## src/rtl/mem_datos_dual_sync.sv

```systemverilog
// Dual-port data memory for the two MEM-stage slots.
// Registered reads, same-cycle conflict resolution, range errors.
module mem_datos_dual_sync #(
  parameter int               WIDTH        = 32,
  parameter int               DEPTH        = 16,
  parameter logic [31:0]      BASE_ADDR    = 32'h10000000,
  parameter logic [WIDTH-1:0] DEFAULT_DATA = WIDTH'(32'h00000020)
) (
  input  logic             clk,
  input  logic             rst,
  input  logic             Mem_rd_1,
  input  logic             Mem_rd_2,
  input  logic             Mem_wr_1,
  input  logic             Mem_wr_2,
  input  logic [31:0]      Dir_Mem_1,
  input  logic [31:0]      Dir_Mem_2,
  input  logic [WIDTH-1:0] Dato_Mem_in_1,
  input  logic [WIDTH-1:0] Dato_Mem_in_2,
  output logic [WIDTH-1:0] Dato_Mem_out_1,
  output logic [WIDTH-1:0] Dato_Mem_out_2,
  output logic             Dato_valid_1,
  output logic             Dato_valid_2,
  output logic             Err_1,
  output logic             Err_2,
  output logic [7:0]       Err_cnt
);

  localparam int          AW   = $clog2(DEPTH);
  localparam logic [31:0] SPAN = 32'(4 * DEPTH);

  logic [WIDTH-1:0] r_mem [DEPTH];
  logic [WIDTH-1:0] r_out_1, r_out_2;
  logic             r_valid_1, r_valid_2;
  logic             r_err_1, r_err_2;
  logic [7:0]       r_cnt;

  logic [31:0]   w_off_1, w_off_2;
  logic          w_in_1, w_in_2;
  logic [AW-1:0] w_idx_1, w_idx_2;
  logic          w_rd_1, w_rd_2, w_wr_1, w_wr_2;
  logic          w_err_1, w_err_2;
  logic          w_fwd_2;
  logic [8:0]    w_sum;
  logic [7:0]    w_cnt_nxt;

  // Offset is only trusted once Dir >= BASE rules out wrap-around.
  assign w_off_1 = Dir_Mem_1 - BASE_ADDR;
  assign w_off_2 = Dir_Mem_2 - BASE_ADDR;
  assign w_in_1  = (Dir_Mem_1 >= BASE_ADDR) && (w_off_1 < SPAN)
                   && (Dir_Mem_1[1:0] == 2'b00);
  assign w_in_2  = (Dir_Mem_2 >= BASE_ADDR) && (w_off_2 < SPAN)
                   && (Dir_Mem_2[1:0] == 2'b00);
  assign w_idx_1 = w_off_1[AW+1:2];
  assign w_idx_2 = w_off_2[AW+1:2];

  assign w_rd_1  = ~Mem_rd_1;
  assign w_rd_2  = ~Mem_rd_2;
  assign w_wr_1  = Mem_rd_1 & ~Mem_wr_1;
  assign w_wr_2  = Mem_rd_2 & ~Mem_wr_2;
  assign w_err_1 = (w_rd_1 | w_wr_1) & ~w_in_1;
  assign w_err_2 = (w_rd_2 | w_wr_2) & ~w_in_2;

  // Older slot's store forwards to the younger slot's load.
  assign w_fwd_2 = w_wr_1 & w_in_1 & w_rd_2 & w_in_2
                   & (w_idx_1 == w_idx_2);

  assign w_sum     = {1'b0, r_cnt} + 9'(w_err_1) + 9'(w_err_2);
  assign w_cnt_nxt = w_sum[8] ? 8'hFF : w_sum[7:0];

  always_ff @(posedge clk) begin
    if (rst) begin
      for (int i = 4; i < DEPTH; i++) r_mem[i] <= '0;
      r_mem[0]  <= WIDTH'(32'h8);
      r_mem[1]  <= WIDTH'(32'hD);
      r_mem[2]  <= WIDTH'(32'h2);
      r_mem[3]  <= WIDTH'(32'h10);
      r_out_1   <= '0;
      r_out_2   <= '0;
      r_valid_1 <= 1'b0;
      r_valid_2 <= 1'b0;
      r_err_1   <= 1'b0;
      r_err_2   <= 1'b0;
      r_cnt     <= '0;
    end else begin
      // Slot 2 written last so the younger store wins.
      if (w_wr_1 && w_in_1) r_mem[w_idx_1] <= Dato_Mem_in_1;
      if (w_wr_2 && w_in_2) r_mem[w_idx_2] <= Dato_Mem_in_2;
      if (w_rd_1)
        r_out_1 <= w_in_1 ? r_mem[w_idx_1] : DEFAULT_DATA;
      if (w_rd_2)
        r_out_2 <= !w_in_2 ? DEFAULT_DATA :
                   w_fwd_2 ? Dato_Mem_in_1 : r_mem[w_idx_2];
      r_valid_1 <= w_rd_1;
      r_valid_2 <= w_rd_2;
      r_err_1   <= w_err_1;
      r_err_2   <= w_err_2;
      r_cnt     <= w_cnt_nxt;
    end
  end

  assign Dato_Mem_out_1 = r_out_1;
  assign Dato_Mem_out_2 = r_out_2;
  assign Dato_valid_1   = r_valid_1;
  assign Dato_valid_2   = r_valid_2;
  assign Err_1          = r_err_1;
  assign Err_2          = r_err_2;
  assign Err_cnt        = r_cnt;

endmodule

```

## config.mk

```make
export PLATFORM = sky130hd
export DESIGN_NAME = mem_datos_dual_sync
export DESIGN_NICKNAME = d
export VERILOG_FILES = /design/src/rtl/mem_datos_dual_sync.sv
export SDC_FILE = /design/constraint.sdc
export NUM_CORES = 2
export LEC_CHECK = 0
export ABC_AREA = 1
export BUFFER_PORTS_ARGS = -buffer_cell sky130_fd_sc_hd__buf_2
export CAP_MARGIN = 20
export CORE_ASPECT_RATIO = 1.1
export CORE_MARGIN = 2
export CORE_UTILIZATION = 55
export CTS_CLUSTER_DIAMETER = 80
export CTS_CLUSTER_SIZE = 24
export DETAILED_ROUTE_END_ITERATION = 10
export PLACE_DENSITY = 0.74
export SKIP_LAST_GASP = 1
export SLEW_MARGIN = 30
export SYNTH_ARGS = -nofsm -noshare
export SYNTH_HDL_FRONTEND = slang
export SYNTH_SLANG_ARGS = --single-unit
```

## constraint.sdc

```tcl
create_clock -name clk -period 3.4 [get_ports clk]
set_input_delay 0.68 -clock clk [delete_from_list [all_inputs] [get_ports clk]]
set_output_delay 0.68 -clock clk [all_outputs]
set_load 0.005 [all_outputs]
```

==> flow_summary_export.csv <==
group,metric,value,unit
pwr,switching_power,4.76,mW
routing,dr.pass1.iters,8,
clocking,post_cts_buffers,0,
pwr,internal_power,11.1,mW
timing,post-route-period-util,0.807,
clocking,clk-insertion-delay-late,610,ps
finish,final_cell_area,41300,um2
finish,areaGrowthSynthToFinish,9.02,%
routing,avgViaCountPerCell,6.04,
setup_path,crit_path_max_fanout,6,
timing,period_minus_slack,2750,ps
die,coreArea,67900,um2
pwr,combinationalPowerShare,0.151,
clocking,cts_max_level,2,
logic_synthesis,yosys_warnings,0,
logic_synthesis,synth_flop_cell,"edfxtp_1",
logic_synthesis,syn-instance-count,5675,
grt,grt_pass1_vias,36700,
finish,utilization,0.609,
logic_synthesis,ys_async_sr_fraction,0,
place,numPortBuffers,209,
clocking,cts_inserted_buffers,36,
timing,finalWorstSetupSlack,655,ps
timing,relSlewSlack,0.462,
logic_synthesis,synth.distinct_cells,35,
job,max-cap-violations,0,
clocking,ctsLongestPathBuffers,3,
finish,nets,5783,
grt,overflow,0,
routing,drc,0,
die,ios,210,
place,hpwl,102,mm
pwr,p_clk_frac,0.326,
die,die_y,279,um
clocking,cts_tree,"done",
place,dpl_cell_area,40100,um2
place,pre_cts_ws,252,ps
hold_path,min_from,"rst",
finish,drive_above_1_share,0.0938,
die,fp.dieArea,71100,um2
grt,antenna_found_initial,7,
timing,clock.fmax,0.364,GHz
routing,drt_iter0_drc,6984,
setup_path,timing.rr.start,"Err_cnt[0]$_SDFF_PP0_",
setup_path,arrival,3240,ps
pwr,pwr-share-seq,0.523,
pwr,p_leak,20.9,nW
clocking,cts_sinks,588,
grt,grtUsageTotal,0.432,
hold_path,hold_class,"primary input to flip-flop",
setup_path,startpoint,"Dir_Mem_1[28]",
finish,final_cell_mix,"nand2_1, nor2_1, inv_1, edfxtp_1, o21ai_0",
logic_synthesis,syn_nets,5811,
setup_path,worstSetupPathType,"primary input to flip-flop",
clocking,clk_pin_slew,90,ps
logic_synthesis,syn_area,37900,um2
timing,hold_viol,0,
pwr,cellPowerDensity,385,nW/um2
routing,drt-total-wl,157,mm
setup_path,cp.required,3900,ps
logic_synthesis,synth_edf_count,512,
clocking,clockRootBuffer,"clkbuf_16",
routing,ant_nets,0,
logic_synthesis,ys_ff_latch,588,
timing,final.setup.tns,0,ps
finish,layout_commonest_cell,"nand2_1",
setup_path,start_kind,"primary input",
setup_path,endpoint_kind,"flip-flop",
timing,clock_skew,21.6,ps
die,start_util,0.558,
outcome,status,"finished, final reports clean",
logic_synthesis,syn_area_per_cell,6.68,um2
pwr,peakVddDrop,0.300,mV
finish,regArea,16900,um2
grt,grt_pass1_wl,227,mm
finish,fill_cells,6260,
grt,grt_max_degree,66,
timing,slew_violations,0,
finish,multiInputGateArea,17000,um2
clocking,cts_resized,0,
timing,timing.hold.ws,378,ps
timing,setup_viol,0,
pwr,switching_share,0.299,
logic_synthesis,synth_seq_area_share,0.446,
routing,vias,39800,
timing,rsz0062_at_grt,"no",
clocking,ctsHoldBuffers,0,
routing,wl_per_cell,23.7,um
die,row_count,100,
timing,tightest_slew,805,ps
place,place_congestion,1.01,
die,die_x,254,um
logic make-up (layout without fill, tap and decap cells):
logic type	count (synthesis)	after routing	synth area share
xor+xnor	7	7	0.00162
compound gates	624	624	0.0905
flops	588	588	0.446
other cells	0	6	0
buf+inv	1039	1036	0.111
fa+ha+maj	2	2	0.000858
simple gates	3415	3415	0.351
Yosys cell counts, types with 2 or more instances:
library cell	number	area share
nor3_1	6	0.00079
nor2_1	763	0.076
o21a_1	7	0.0014
xnor2_1	3	0.00069
buf_6	2	0.00059
nand3_1	86	0.011
o21ai_1	19	0.0025
a31oi_1	2	0.00033
nor2_4	15	0.0045
nand4_1	21	0.0035
a21oi_1	62	0.0082
o22ai_1	216	0.036
inv_2	21	0.0021
xor2_1	4	0.00092
o21ai_0	311	0.041
nand2_1	2498	0.25
a22oi_1	6	0.0012
buf_2	114	0.015
nand4_2	15	0.0049
clkbuf_1	259	0.026
buf_4	40	0.0079
edfxtp_1	512	0.41
nor3_4	2	0.00086
inv_1	565	0.056
dfxtp_1	76	0.040
clkinv_1	3	0.00030
nor2_2	6	0.00099
buf_1	34	0.0034
flip-flops by register name, indices dropped and copies added, names as in the netlist:
| name | cells |
|---|---|
| Dato_Mem_out_1 | 32 |
| Dato_Mem_out_2 | 32 |
| Dato_valid_1 | 1 |
| Dato_valid_2 | 1 |
| Err_1 | 1 |
| Err_2 | 1 |
| Err_cnt | 8 |
| r_mem | 512 |
per-layer routing:
layer  track usage  routed length, um  vias to the layer above
met5             0                  0                        -
met4         0.252              10400                        0
met3         0.144              27000                      763
met2         0.649              66800                     3619
met1         0.541              52300                    17900
li1              -                  -                    17600
critical path, stage by stage:
cell and delay (ps):
buf_2 100, o21ai_0 460, nand3_1 300, nor2_4 320, inv_1 90, nand2_1 110
fa_1 200, inv_1 50, ha_1 210, nand2_1 80, nor3_1 50, inv_1 100
nor2_1 50, nand2_1 160, inv_1 80, o21ai_0 150, inv_1 50
area by class of cell:
class	count	area share
multi-input cells	4048	0.410
flip-flops and latches	588	0.409
repair buffers	384	0.0693
inverters	589	0.0537
well taps	918	0.0278
clock buffers	46	0.0245
clock inverters	17	0.00539
diodes	6	0.000363
worst paths after layout:
check / to / slack (ps) / depth (start not counted)
min: Dato_Mem_out_1[11]$_SDFFE_PP0N_ / 380 / 2
max reg2reg: Err_cnt[1]$_SDFF_PP0_ / 1440 / 12
min reg2reg: Dato_Mem_out_2[12]$_SDFFE_PP0N_ / 450 / 2
max: Err_cnt[5]$_SDFF_PP0_ / 650 / 17
stage by stage:
step	cells	power, mW
after CTS	6590	15.7
after floorplan	5675	9.77
after global placement	6527	10.7
after detailed placement	6527	10.7
after global routing	6595	16.2
final	6596	15.9
power groups by stage:
| stage | Combinational [mW] | Clock, mW | Sequential (mW) |
|---|---|---|---|
| after floorplan | 1.34 | 0 | 8.43 |
| after global placement | 2.23 | 0 | 8.46 |
| after detailed placement | 2.26 | 0 | 8.48 |
| after CTS | 2.27 | 5.11 | 8.31 |
| after global routing | 2.53 | 5.32 | 8.36 |
| final | 2.40 | 5.18 | 8.33 |
No activity file was read; power rests on OpenSTA's default activity.
